<file path="src/rtl/video_timing_pkg.sv">
// Shared raster constants for the video clock domain: default 640x480@60 timing,
// derived totals and the fixed sprite pipeline latency that sync/de must match.
package video_timing_pkg;

    localparam int DEF_H_VISIBLE = 640;
    localparam int DEF_H_FRONT   = 16;
    localparam int DEF_H_SYNC    = 96;
    localparam int DEF_H_BACK    = 48;
    localparam int DEF_V_VISIBLE = 480;
    localparam int DEF_V_FRONT   = 10;
    localparam int DEF_V_SYNC    = 2;
    localparam int DEF_V_BACK    = 33;

    function automatic int line_total(input int vis, input int front, input int sync, input int back);
        return vis + front + sync + back;
    endfunction

    localparam int DEF_H_TOTAL = line_total(DEF_H_VISIBLE, DEF_H_FRONT, DEF_H_SYNC, DEF_H_BACK);
    localparam int DEF_V_TOTAL = line_total(DEF_V_VISIBLE, DEF_V_FRONT, DEF_V_SYNC, DEF_V_BACK);

    // Count-to-ext_color latency of every sprite block.
    localparam int SPRITE_PIPELINE_DELAY = 9;

endpackage

</file>
<file path="src/rtl/video_delay_line.sv">
// Fixed-length shift register; reset clears every tap so stale raster state
// never leaks out after a restart.
module video_delay_line #(
    parameter int WIDTH = 3,
    parameter int DELAY = 9
) (
    input  logic             clk,
    input  logic             reset,
    input  logic [WIDTH-1:0] i_data,
    output logic [WIDTH-1:0] o_data
);

    genvar gi;
    generate
        for (gi = 0; gi < DELAY; gi++) begin : g_tap
            logic [WIDTH-1:0] r_tap;
            if (gi == 0) begin : g_first
                always_ff @(posedge clk) begin
                    if (reset) r_tap <= '0;
                    else       r_tap <= i_data;
                end
            end else begin : g_rest
                always_ff @(posedge clk) begin
                    if (reset) r_tap <= '0;
                    else       r_tap <= g_tap[gi-1].r_tap;
                end
            end
        end
    endgenerate

    assign o_data = g_tap[DELAY-1].r_tap;

endmodule

</file>
<file path="src/rtl/video_timing_gen.sv">
// Raster counter with sync/de delayed to match the sprite pipeline, plus
// undelayed line/frame strobes for control-side updates during blanking.
module video_timing_gen
    import video_timing_pkg::*;
#(
    parameter int H_VISIBLE      = DEF_H_VISIBLE,
    parameter int H_FRONT        = DEF_H_FRONT,
    parameter int H_SYNC         = DEF_H_SYNC,
    parameter int H_BACK         = DEF_H_BACK,
    parameter int V_VISIBLE      = DEF_V_VISIBLE,
    parameter int V_FRONT        = DEF_V_FRONT,
    parameter int V_SYNC         = DEF_V_SYNC,
    parameter int V_BACK         = DEF_V_BACK,
    parameter int SYNC_POL       = 0,
    parameter int PIPELINE_DELAY = SPRITE_PIPELINE_DELAY
) (
    input  logic               clk,
    input  logic               reset,
    output logic signed [31:0] count_h,
    output logic signed [31:0] count_v,
    output logic               hsync,
    output logic               vsync,
    output logic               de,
    output logic               line_end,
    output logic               frame_end
);

    localparam int  H_TOTAL    = line_total(H_VISIBLE, H_FRONT, H_SYNC, H_BACK);
    localparam int  V_TOTAL    = line_total(V_VISIBLE, V_FRONT, V_SYNC, V_BACK);
    localparam int  HS_START   = H_VISIBLE + H_FRONT;
    localparam int  HS_END     = H_VISIBLE + H_FRONT + H_SYNC;
    localparam int  VS_START   = V_VISIBLE + V_FRONT;
    localparam int  VS_END     = V_VISIBLE + V_FRONT + V_SYNC;
    localparam bit  ACTIVE_HI  = (SYNC_POL != 0);

    logic signed [31:0] r_count_h;
    logic signed [31:0] r_count_v;
    logic signed [31:0] w_count_h_next;
    logic signed [31:0] w_count_v_next;
    logic               r_line_end;
    logic               r_frame_end;
    logic               w_h_wrap;
    logic [2:0]         w_raw;
    logic [2:0]         w_dly;

    always_comb begin
        w_h_wrap       = (r_count_h == H_TOTAL - 1);
        w_count_h_next = w_h_wrap ? 32'sd0 : r_count_h + 32'sd1;
        w_count_v_next = r_count_v;
        if (w_h_wrap) begin
            w_count_v_next = (r_count_v == V_TOTAL - 1) ? 32'sd0 : r_count_v + 32'sd1;
        end
    end

    // Strobes come from next-state values so they coincide with the counter showing H_TOTAL-1.
    always_ff @(posedge clk) begin
        if (reset) begin
            r_count_h   <= '0;
            r_count_v   <= '0;
            r_line_end  <= 1'b0;
            r_frame_end <= 1'b0;
        end else begin
            r_count_h   <= w_count_h_next;
            r_count_v   <= w_count_v_next;
            r_line_end  <= (w_count_h_next == H_TOTAL - 1);
            r_frame_end <= (w_count_h_next == H_TOTAL - 1) && (w_count_v_next == V_VISIBLE - 1);
        end
    end

    assign w_raw[2] = (r_count_h < H_VISIBLE) && (r_count_v < V_VISIBLE);
    assign w_raw[1] = (r_count_h >= HS_START) && (r_count_h < HS_END);
    assign w_raw[0] = (r_count_v >= VS_START) && (r_count_v < VS_END);

    video_delay_line #(
        .WIDTH (3),
        .DELAY (PIPELINE_DELAY)
    ) u_delay (
        .clk    (clk),
        .reset  (reset),
        .i_data (w_raw),
        .o_data (w_dly)
    );

    // The chain carries active-high raw values; polarity is applied only at the output.
    assign de        = w_dly[2];
    assign hsync     = ACTIVE_HI ? w_dly[1] : !w_dly[1];
    assign vsync     = ACTIVE_HI ? w_dly[0] : !w_dly[0];
    assign count_h   = r_count_h;
    assign count_v   = r_count_v;
    assign line_end  = r_line_end;
    assign frame_end = r_frame_end;

endmodule

</file>
<file path="config.mk">
export PLATFORM = sky130hd
export DESIGN_NAME = video_timing_gen
export DESIGN_NICKNAME = d
export VERILOG_FILES = /design/src/rtl/video_timing_pkg.sv /design/src/rtl/video_delay_line.sv /design/src/rtl/video_timing_gen.sv
export SDC_FILE = /design/constraint.sdc
export NUM_CORES = 1
export LEC_CHECK = 0
export ABC_AREA = 1
export CORE_AREA = 2 2 106 108
export CTS_BUF_LIST = sky130_fd_sc_hd__clkbuf_16
export DETAILED_ROUTE_END_ITERATION = 8
export DIE_AREA = 0 0 108 110
export PLACE_DENSITY_LB_ADDON = 0.2
export SLEW_MARGIN = 20
export SYNTH_ARGS = -nofsm -noshare
export SYNTH_HDL_FRONTEND = slang
export SYNTH_SLANG_ARGS = --single-unit
</file>
<file path="constraint.sdc">
create_clock -name clk -period 6.3 [get_ports clk]
set_clock_uncertainty 0.2 [all_clocks]
set_input_delay 1.26 -clock clk [delete_from_list [all_inputs] [get_ports clk]]
set_output_delay 1.26 -clock clk [all_outputs]
set_load 0.01 [all_outputs]
</file>
# After elaboration in Yosys (flattened, before gate mapping)
# Cells that the tools add are included.
# totals
reg_bits	93
latch_bits	0
ramBits	0
mem_bits_ro	0
in_bits	2
out_inout_bits	69
mem_count	0
# classes
add_sub_neg	2
mul	0
div	0
order_cmp	6
eq_ne	4
n_shift	0
muxes	3
n_bitwise	0
reduce_logical	6
# op_table
cell	n
$eq 32x11->1 const B	3
$mux 32	3
$add 32x2->32 const B	2
$lt 32x10->1 const B	2
$lt 32x11->1 const B	2
$eq 32x10->1 const B	1
$ge 32x10->1 const B	1
$ge 32x11->1 const B	1
$logic_and 1x1->1	4
$logic_not 1->1	2

# Depth between registers and ports, before layout
# Gate-level depths: netlist (run 1).
# logic_depth
ltp_word	5
depth_mapped	16
depth_no_buf	16

# Cells and area by module
# Synthesis (run 1) repeated with hierarchy kept, for this count alone.
# hier_totals
cells_unflattened	828
area_unflattened_um2	5190.0
# modules_own_cells
mod	instances	cells_per_inst	area_each_um2	seq_area_each_um2
video_timing_gen	1	744	4410.5	1321.3
video_delay_line	1	84	779.5	540.5

# Worst setup path after synthesis (run 1)
# No wires, ideal clock.
# synth_timing
path_kind	input port to flip-flop
from	in reset
to	reg r_frame_end, in the netlist frame_end
setup_ns	0.062
arrival_time_ns	1.971
setup_slack_ns	4.067
stages	9
path_cell_list	inv_1 -> nand3_1 -> nor2_1 -> nand3b_1 -> nor2_1 -> nand3_1 -> nor2_1 -> nand3_1 -> nor2_2
# synth_rtl
element	line	rtl
start, declared	video_timing_gen.sv:18	input logic reset,
end signal, assigned	video_timing_gen.sv:66	r_frame_end <= (w_count_h_next == H_TOTAL - 1) && (w_count_v_next == V_VISIBLE - 1);
end, declared	video_timing_gen.sv:41	logic r_frame_end;

# Final worst setup path (run 1)
# layout_timing
from	reg r_count_v[0], in the netlist count_v[0]
to	out count_v[0]
# layout_rtl
element	line	rtl
start, declared	video_timing_gen.sv:37	logic signed [31:0] r_count_v;
start signal, assigned	video_timing_gen.sv:64	r_count_v <= w_count_v_next;
end, declared	video_timing_gen.sv:20	output logic signed [31:0] count_v,
# No word-level cell between the ends.

==> metrics.md, run 1 <==
| Metric | Value |
|---|---|
| Worst path bufs/invs | `1` |
| TritonCTS clock tree | `built` |
| Drt wl/cell | `12.8 um` |
| Die height | `110 um` |
| Layout area overhead | `21.9%` |
| Area contributors post-synth | `dfxtp_1, nand2_1, nor2_1, inv_1, nand3_1` |
| Xor and xnor area share after synthesis | `4.61%` |
| Critical-path cell list | `clkdlybuf4s50_1` |
| Core Util, Final | `58.4%` |
| RSZ-0062 raised after global routing | `no` |
| Synth cell types | `31` |
| Critical Path AT | `1.45 ns` |
| Min cycle time layout | `2.91 ns` |
| # nets final | `910` |
| Crit path required time | `4.84 ns` |
| Critical-path maximum fanout | `7` |
| Area occupied by registers | `1860 um2` |
| Core Area | `10700 um2` |
| Startpoint Class | `flip-flop` |
| Synth Area in Simple Gates | `45.6%` |
| Number of post-CTS setup repair buffers | `0` |
| Skew-Pair Late Insertion Delay | `0.35 ns` |
| Sequential element share of the synthesized area | `36.3%` |
| Die X | `108 um` |
| DR DRC count | `0` |
| Antenna violations before repair | `0` |
| Largest family of logic cells by synthesized area | `simple AND/OR/NAND/NOR gates` |
| FF-to-FF Start | `count_h[0]` |
| Synthesized area | `5120 um2` |
| Yosys reg bits | `93` |
| DP Area | `5940 um2` |
| Clk buf depth | `2` |
| Max transition margin | `53.3%` |
| Number of buffers added on ports | `70` |
| GPL Wtd Cong | `0.909` |
| Worst Hold Launch | `u_delay.g_tap[0].r_tap[0]` |
| Fillcell total | `1086` |
| Drt first pass iters | `7` |
| Vias in the first global route | `4555` |
| CTS sink cnt | `93` |
| Clock H-tree levels | `3` |
| Full die area | `11900 um2` |
| Syn Inst Count | `834` |
| Synth Flop Type | `dfxtp_1` |
| Post-synthesis compound-gate area fraction | `2.00%` |
| Post-synth net total | `840` |
| Tightest Pin Transition | `0.701 ns` |
| Status | `finished clean` |
| DRT Wirelength | `13400 um` |
| Hold Buf Count CTS | `0` |
| Synth area leader | `dfxtp_1` |
| Setup crit end kind | `primary output` |
| First-iteration detailed-routing DRC count | `391` |
| Gates resized, CTS repair | `0` |
| Clk slew on worst S/H paths | `0.08 ns` |
| Fin. Hold Viols | `0` |
| Setup crit start | `count_v[0]` |
| Crit share post-route | `46.2%` |
| Worst hold path type | `flip-flop to flip-flop` |
| Max Slew Vio Count | `0` |
| Vias | `5140` |
| Leakage power | `2.52 nW` |
| Initial Utilization | `47.9%` |
| First-pass GRT wire length | `22100 um` |
| Adder-cell area share of the yosys netlist | `0.977%` |
| Most numerous cell in the Yosys netlist | `nand2_1` |
| Clk root buf | `clkbuf_16` |
| Half-perimeter wire length after placement | `10100 um` |
| Post-synth top cells | `nand2_1, nor2_1, inv_1` |
| CP peak stage delay | `0.60 ns` |
| VDD IR-drop max | `110 uV` |
| CP Class | `flip-flop to primary output` |
| Slowest CP cell | `clkdlybuf4s50_1` |
| GRT Total Usage | `23.7%` |
| Power per cell area | `188 nW/um2` |
| ANT nets after route | `0` |
| Post-synthesis area per instance | `6.14 um2` |
| Finished layout cell area | `6250 um2` |
| CP top delay family | `buffers and inverters` |
| Largest net degree at the start of global routing | `48` |
| Max-Cap Viols | `0` |
| Post-synth EDFFs | `0` |
| Remaining Overflow, GRT | `0` |
| Num CTS Buffers | `9` |
| Setup Viol. Count Final | `0` |
| Pwr Total | `1.18 mW` |
| Vias per Instance | `4.90` |
| Io pins | `71` |
| Row Count | `38` |
| Number of diodes | `0` |
| Setup TNS | `0 ns` |
| Async set or reset register ratio after synthesis | `0%` |
| Area of the multi-input gates | `2730 um2` |
| YS warnings | `0` |
| Mux cell area share after synthesis | `0%` |
| Share of layout cells above drive strength 1 | `4.29%` |
| Area share of the largest cell type after synthesis | `36.3%` |
| Max Fclk | `343 MHz` |
final timing paths:
path / end / slack, ns / cells after the start
worst max-delay path: count_v[0] / 3.39 / 1
worst min-delay path: u_delay.g_tap[1].r_tap[0] / 0.20 / 2
worst max register to register: frame_end / 3.51 / 11
worst min register to register: u_delay.g_tap[1].r_tap[0] / 0.20 / 2
cells by family (layout without fill, tap and decap cells):
family / Yosys count / after routing
fa+ha+maj: 4 / 4
xor+xnor: 27 / 27
compound gates: 19 / 19
buf+inv: 138 / 213
flops: 93 / 93
simple gates: 553 / 553
metrics by stage:
stage          setup WS [ns]  instances  hold slack [ns]
3_3_place_gp            3.33       1033            0.188
5_1_grt                 3.24       1049            0.214
6_report                3.39       1049            0.196
2_1_floorplan           4.07        834            0.188
3_5_place_dp            3.34       1033            0.194
4_1_cts                 3.38       1049            0.197
final cells by class:
type	count	share of cell area [%]
Tap cell	140	2.80
Timing Repair Buffer	72	11.4
Clock buffer	9	3.61
Sequential cell	93	29.8
Inverter	125	7.51
Clock inverter	7	1.28
Multi-Input combinational cell	603	43.6
registers in the layout (all words and copies together) (netlist names):
name                 count
u_delay.o_data           3
count_v                 32
count_h                 32
frame_end                1
line_end                 1
u_delay.g_tap.r_tap     24
power by group:
part | leakage (nW) | switching [mW] | total, mW | internal (mW)
Sequential | 0.750 | 0.00301 | 0.593 | 0.590
Combinational | 1.61 | 0.0142 | 0.0201 | 0.00594
Clock | 0.154 | 0.249 | 0.563 | 0.314
Total | 2.52 | 0.266 | 1.18 | 0.911
cells in the final DEF, fill, tap and decap left out, drive strengths merged, types with 3 or more instances in the layout:
master	instances
nand4	19
inv	129
buf	3
a21oi	5
clkbuf	9
o21ai	10
dfxtp	93
nand3	54
clkdlybuf4s50	69
ha	4
nor2	206
nor3	34
xor2	25
nand2	233
layer usage:
layer | up-vias | track usage (%) | part of all wire (%)
met4 | 0 | 9.16 | 1.5
met2 | 152 | 35.6 | 43
li1 | 2692 | - | -
met3 | 20 | 3.88 | 5.8
met5 | - | 0 | 0
met1 | 2276 | 34.0 | 50
Note: power is estimated with default switching activity, not from simulation.
==> run 2: changes to the inputs <==
- clock period: 6.3 -> 2.75 ns (I/O delays scaled with it)
==> run 2 against run 1 <==
Net effect: register-to-register slack got worse by 3.3 ns; combinational power rose to 2.5 times the previous value; die area unchanged; clock power up 110%; non-clock buffer count grew 15; worst setup slack lost 3.2 ns; first-iteration DRC count fell by 5.6%; sequential power grew 130%; hold slack improved by 0.0041 ns; count of clock-buffer cells in the layout is the same.
==> metrics.md, run 2 (synthesized netlist as in run 1, its figures left out) <==
| Metric | Value |
|---|---|
| Status | `finished clean` |
| CP Class | `flip-flop to flip-flop` |
| Hold Buf Count CTS | `0 (unchanged)` |
| Clk root buf | `clkbuf_16` |
| Initial Utilization | `47.9% (unchanged)` |
| Critical-path cell list | `ha_1 -> inv_1 -> nor2_1 -> nand3_1 -> nor2_1 -> nand4_1 -> nand2_1 -> nand2_1 -> nor2_1 -> nand2_1 -> nor2_1 -> nand3_1 -> nor2_2` |
| DRT Wirelength | `13900 um (+3.6%)` |
| CP peak stage delay | `0.50 ns (-0.10 ns)` |
| Clk slew on worst S/H paths | `0.07 ns (about the same)` |
| Critical Path AT | `2.61 ns (+1.16 ns)` |
| Min cycle time layout | `2.53 ns` |
| Half-perimeter wire length after placement | `10600 um (+4.6%)` |
| Crit path required time | `2.84 ns (-2.00 ns)` |
| Finished layout cell area | `6340 um2 (+1.5%)` |
| Fillcell total | `1076 (-0.92%)` |
| Number of buffers added on ports | `70 (unchanged)` |
| GPL Wtd Cong | `0.887 (-2.3%)` |
| Most common cell after layout, fill and taps aside | `nand2_1` |
| Leakage power | `2.58 nW (+2.3%)` |
| Power per cell area | `411 nW/um2 (+120%)` |
| Worst hold path type | `flip-flop to flip-flop` |
| Highest Signal Layer | `met4` |
| Clk buf depth | `2 (unchanged)` |
| CP top delay family | `simple AND/OR/NAND/NOR gates` |
| Worst path bufs/invs | `1 (unchanged)` |
| Max transition margin | `42.9% (-10 points)` |
| DP Area | `6050 um2 (+1.9%)` |
| Metal1 wirelength | `6910 um (+4.0%)` |
| Crit share post-route | `91.8%` |
| Drt first pass iters | `5 (-2)` |
| ANT nets after route | `0 (unchanged)` |
| Startpoint Class | `flip-flop` |
| TritonCTS clock tree | `built` |
| Vias per Instance | `4.92 (+0.41%)` |
| Antenna violations before repair | `0 (unchanged)` |
| CP most frequent cell | `nor2_1` |
| Non-filler cells, final | `1064 (+1.4%)` |
| Io pins | `71 (unchanged)` |
| Core Util, Final | `59.3% (+0.87 points)` |
| DR DRC count | `0 (unchanged)` |
| Layout area overhead | `23.7%` |
| Setup Viol. Count Final | `0 (unchanged)` |
| Tightest Pin Transition | `0.856 ns (+0.155 ns)` |
| Routed wl met2 | `5830 um (+1.3%)` |
| Max Slew Vio Count | `0 (unchanged)` |
| Share of layout cells above drive strength 1 | `6.06% (+1.8 points)` |
| First-pass GRT wire length | `22700 um (+2.7%)` |
| Drt wl/cell | `13.0 um (+2.1%)` |
| Fin. Hold Viols | `0 (unchanged)` |
| Core Area | `10700 um2 (unchanged)` |
| Die height | `110 um (unchanged)` |
| GRT Total Usage | `24.3% (+0.58 points)` |
| Max Fclk | `396 MHz` |
| # nets final | `925 (+1.6%)` |
| Met3 WL | `956 um (+24%)` |
| VDD IR-drop max | `252 uV (+130%)` |
| Skew-Pair Late Insertion Delay | `0.35 ns (about the same)` |
| First-iteration detailed-routing DRC count | `369 (-5.6%)` |
| Worst hold slack | `0.200 ns (+0.00410 ns)` |
| Num CTS Buffers | `9 (unchanged)` |
| Commonest non-fill, non-tap cells in the layout | `nand2_1, nor2_1, inv_1, dfxtp_1, clkdlybuf4s50_1` |
| Vias in the first global route | `4717 (+3.6%)` |
| Number of diodes | `0 (unchanged)` |
| Critical-path maximum fanout | `7 (unchanged)` |
| Row Count | `38 (unchanged)` |
| Remaining Overflow, GRT | `0 (unchanged)` |
| Largest net degree at the start of global routing | `83 (+73%)` |
| Slowest CP cell | `dfxtp_1` |
| Full die area | `11900 um2 (unchanged)` |
| Setup TNS | `0 ns (unchanged)` |
| Max-Cap Viols | `0 (unchanged)` |
| Clock H-tree levels | `3 (unchanged)` |
| Die X | `108 um (unchanged)` |
| DP Cell Count | `1048 (+1.5%)` |
| Setup crit end kind | `flip-flop` |
| CTS sink cnt | `93 (unchanged)` |
| Vias | `5235 (+1.8%)` |
| RSZ-0062 raised after global routing | `no` |
run 2: cell count changes in the layout (fill, tap and decap cells not counted), sizes merged:
cell,delta
buf,+15
clkinvlp,+2
inv,-2
bufinv,-1
clkinv,+1
run 2: path summary, 6_finish.rpt:
kind / depth (start not counted) / end / slack (ns) / startpoint
min: 2 / u_delay.g_tap[5].r_tap[2] / 0.20 / u_delay.g_tap[4].r_tap[2]
max reg2reg: 13 / frame_end / 0.22 / count_v[0]
min reg2reg: 2 / u_delay.g_tap[5].r_tap[2] / 0.20 / u_delay.g_tap[4].r_tap[2]
max: 13 / frame_end / 0.22 / count_v[0]
run 2: area by class of cell:
class	instances	area [um2]	share of cell area, %
Multi-Input combinational cell	603	2730	43.0
Sequential cell	93	1860	29.4
Timing Repair Buffer	87	823	13.0
Inverter	125	469	7.40
Clock buffer	9	225	3.55
Tap cell	140	175	2.76
Clock inverter	7	56.3	0.888
run 2: worst register-to-register path: stages (launching register included):
cell and delay, ns:
dfxtp_1 0.50, ha_1 0.28, inv_1 0.07, nor2_1 0.25, nand3_1 0.15, nor2_1 0.24, nand4_1 0.14, nand2_1 0.10
nand2_1 0.05, nor2_1 0.10, nand2_1 0.08, nor2_1 0.10, nand3_1 0.12, nor2_2 0.09
run 2: repair_timing:
item / 4_1_cts / 5_1_grt
setup endpoints to repair: 0 / 2
gates resized for setup: 0 / 2
setup buffers: 0 / 0
run 2: power by group:
part	total (mW)	switching [mW]	internal, mW
Clock	1.20	0.571	0.625
Combinational	0.0505	0.0358	0.0147
Sequential	1.36	0.00527	1.35
Total	2.60	0.612	1.99
run 2: stage by stage:
stage	power [mW]	setup WS, ns
after global placement	1.44	0.228
final	2.60	0.224
after global routing	2.68	0.0251
after CTS	2.62	0.215
after floorplan	1.42	0.555
after detailed placement	1.44	0.233
run 2: layer usage:
metal / track usage (%) / vias to the layer above
met4: 7.33 / 0
li1: - / 2728
met2: 37.1 / 194
met3: 3.47 / 13
met5: 0 / -
met1: 35.5 / 2300
==> run 3: changes to the inputs <==
- CAP_MARGIN: default -> 20
- CORE_AREA: 2 2 106 108 -> 2 2 134 136
- DIE_AREA: 0 0 108 110 -> 0 0 136 138
==> run 3 against run 2 <==
Net effect: sequential power about the same; hold slack about the same; register-to-register slack improved by 0.06 ns; critical endpoint unchanged; die area increased by 58%; combinational power increased by 17%; maximum frequency increased by 2.5%; sequential share of layout area decreased by 0.65 points; wire length increased by 9.3%; count of clock-buffer cells in the layout unchanged.
==> metrics.md, run 3 (synthesized netlist as in run 1, its figures left out) <==
| Metric | Value |
|---|---|
| GPL Wtd Cong | `0.938 (+5.7%)` |
| Max Slew Vio Count | `0 (unchanged)` |
| Commonest non-fill, non-tap cells in the layout | `nand2_1, nor2_1, inv_1, dfxtp_1, clkdlybuf4s50_1` |
| Hold Buf Count CTS | `0 (unchanged)` |
| Max Fclk | `406 MHz (+2.5%)` |
| Clock H-tree levels | `3 (unchanged)` |
| Core Area | `17500 um2 (+64%)` |
| Crit share post-route | `89.6% (-2.3 points)` |
| Setup Viol. Count Final | `0 (unchanged)` |
| Full die area | `18800 um2 (+58%)` |
| CTS sink cnt | `93 (unchanged)` |
| Critical-path maximum fanout | `7 (unchanged)` |
| First-pass GRT wire length | `25100 um (+11%)` |
| Setup TNS | `0 ns (unchanged)` |
| Die X | `136 um (+26%)` |
| Tightest Pin Transition | `0.680 ns (-0.176 ns)` |
| Io pins | `71 (unchanged)` |
| DRT Wirelength | `15100 um (+9.3%)` |
| Number of diodes | `0 (unchanged)` |
| Skew-Pair Late Insertion Delay | `0.35 ns (about the same)` |
| Number of buffers added on ports | `70 (unchanged)` |
| Max transition margin | `54.7% (+12 points)` |
| Max-Cap Viols | `0 (unchanged)` |
| VDD IR-drop max | `274 uV (+8.7%)` |
| Worst hold path type | `flip-flop to flip-flop` |
| Leakage power | `2.60 nW (+0.85%)` |
| Die height | `138 um (+25%)` |
| Layout area overhead | `26.5%` |
| Num CTS Buffers | `9 (unchanged)` |
| Setup crit end kind | `flip-flop` |
| # nets final | `928 (+0.32%)` |
| Crit path required time | `2.84 ns (about the same)` |
| RSZ-0062 raised after global routing | `no` |
| Initial Utilization | `29.2% (-19 points)` |
| Vias | `5187 (-0.92%)` |
| Clk slew on worst S/H paths | `0.07 ns (about the same)` |
| Vias in the first global route | `4943 (+4.8%)` |
| Fillcell total | `1977 (+84%)` |
| Clk buf depth | `2 (unchanged)` |
| Power per cell area | `395 nW/um2 (-3.7%)` |
| Fin. Hold Viols | `0 (unchanged)` |
| GRT Total Usage | `17.0% (-7.3 points)` |
| Vias per Instance | `4.49 (-8.8%)` |
| Most common cell after layout, fill and taps aside | `nand2_1` |
| Drt wl/cell | `13.1 um (+0.61%)` |
| Largest net degree at the start of global routing | `62 (-25%)` |
| Antenna violations before repair | `0 (unchanged)` |
| Status | `finished clean` |
| Clk root buf | `clkbuf_16` |
| Pwr Total | `2.56 mW (-1.6%)` |
| Startpoint Class | `flip-flop` |
| Remaining Overflow, GRT | `0 (unchanged)` |
| Critical Path AT | `2.55 ns (-0.06 ns)` |
| DR DRC count | `0 (unchanged)` |
| CP Class | `flip-flop to flip-flop` |
| Row Count | `49 (+29%)` |
| ANT nets after route | `0 (unchanged)` |
| Gates resized, CTS repair | `0 (unchanged)` |
| First-iteration detailed-routing DRC count | `300 (-19%)` |
| Drt first pass iters | `5 (unchanged)` |
| Number of post-CTS setup repair buffers | `0 (unchanged)` |
| Min cycle time layout | `2.46 ns (-0.0625 ns)` |
| TritonCTS clock tree | `built` |
| Half-perimeter wire length after placement | `11800 um (+12%)` |
| Share of layout cells above drive strength 1 | `6.69% (+0.63 points)` |
[run 3: cell types whose count changed in the layout (fill, tap and decap cells not counted), sizes merged]
cell,change
clkinv,+2
clkinvlp,-1
buf,+3
inv,-1
[run 3: final cells by class]
cell class                      instances  area [um2]  area share [%]
Multi-Input combinational cell        603        2740            42.2
Sequential cell                        93        1860            28.7
Timing Repair Buffer                   90         858            13.2
Inverter                              125         469            7.24
Tap cell                              229         287            4.42
Clock buffer                            9         225            3.47
Clock inverter                          7        42.5           0.656
[run 3: through the flow]
stage	worst slack, ns	util (%)	area [um2]	cells	hold WS, ns
after floorplan	0.555	-	5120	834	0.188
after global placement	0.0719	35.4	6200	1140	0.188
after detailed placement	0.0902	35.4	6200	1140	0.192
after CTS	0.0464	36.9	6470	1156	0.201
after global routing	0.0174	37.0	6480	1156	0.211
final	0.287	37.0	6480	1156	0.200
[run 3: worst max-delay path, stage by stage, from the launching register on]
cell and delay [ns]:
dfxtp_2 0.42, ha_1 0.27, inv_1 0.09, nor2_2 0.22
nand3_1 0.15, nor2_2 0.18, nand4_1 0.11, nand2_1 0.10
nand2_1 0.06, nor2_1 0.12, nand2_1 0.13, nor2_1 0.14
nand3_1 0.12, nor2_2 0.08
[run 3: worst paths after layout]
path / cells past startpoint / slack (ns) / start / to
max reg2reg: 13 / 0.29 / count_v[0] / frame_end
min: 2 / 0.20 / u_delay.g_tap[6].r_tap[1] / u_delay.g_tap[7].r_tap[1]
max: 13 / 0.29 / count_v[0] / frame_end
min reg2reg: 2 / 0.20 / u_delay.g_tap[6].r_tap[1] / u_delay.g_tap[7].r_tap[1]
[run 3: routing by layer]
| metal | vias up | global-route usage (%) | share of wire (%) |
|---|---|---|---|
| li1 | 2735 | - | - |
| met1 | 2301 | 23.3 | 50 |
| met2 | 125 | 26.0 | 43 |
| met3 | 26 | 2.68 | 4.3 |
| met4 | 0 | 8.06 | 2.5 |
| met5 | - | 0 | 0 |
[run 3: power breakdown]
part | internal (mW) | switching [mW] | total [mW]
clock network | 0.608 | 0.539 | 1.15
registers | 1.35 | 0.00385 | 1.36
logic | 0.0188 | 0.0402 | 0.0589
total | 1.98 | 0.583 | 2.56
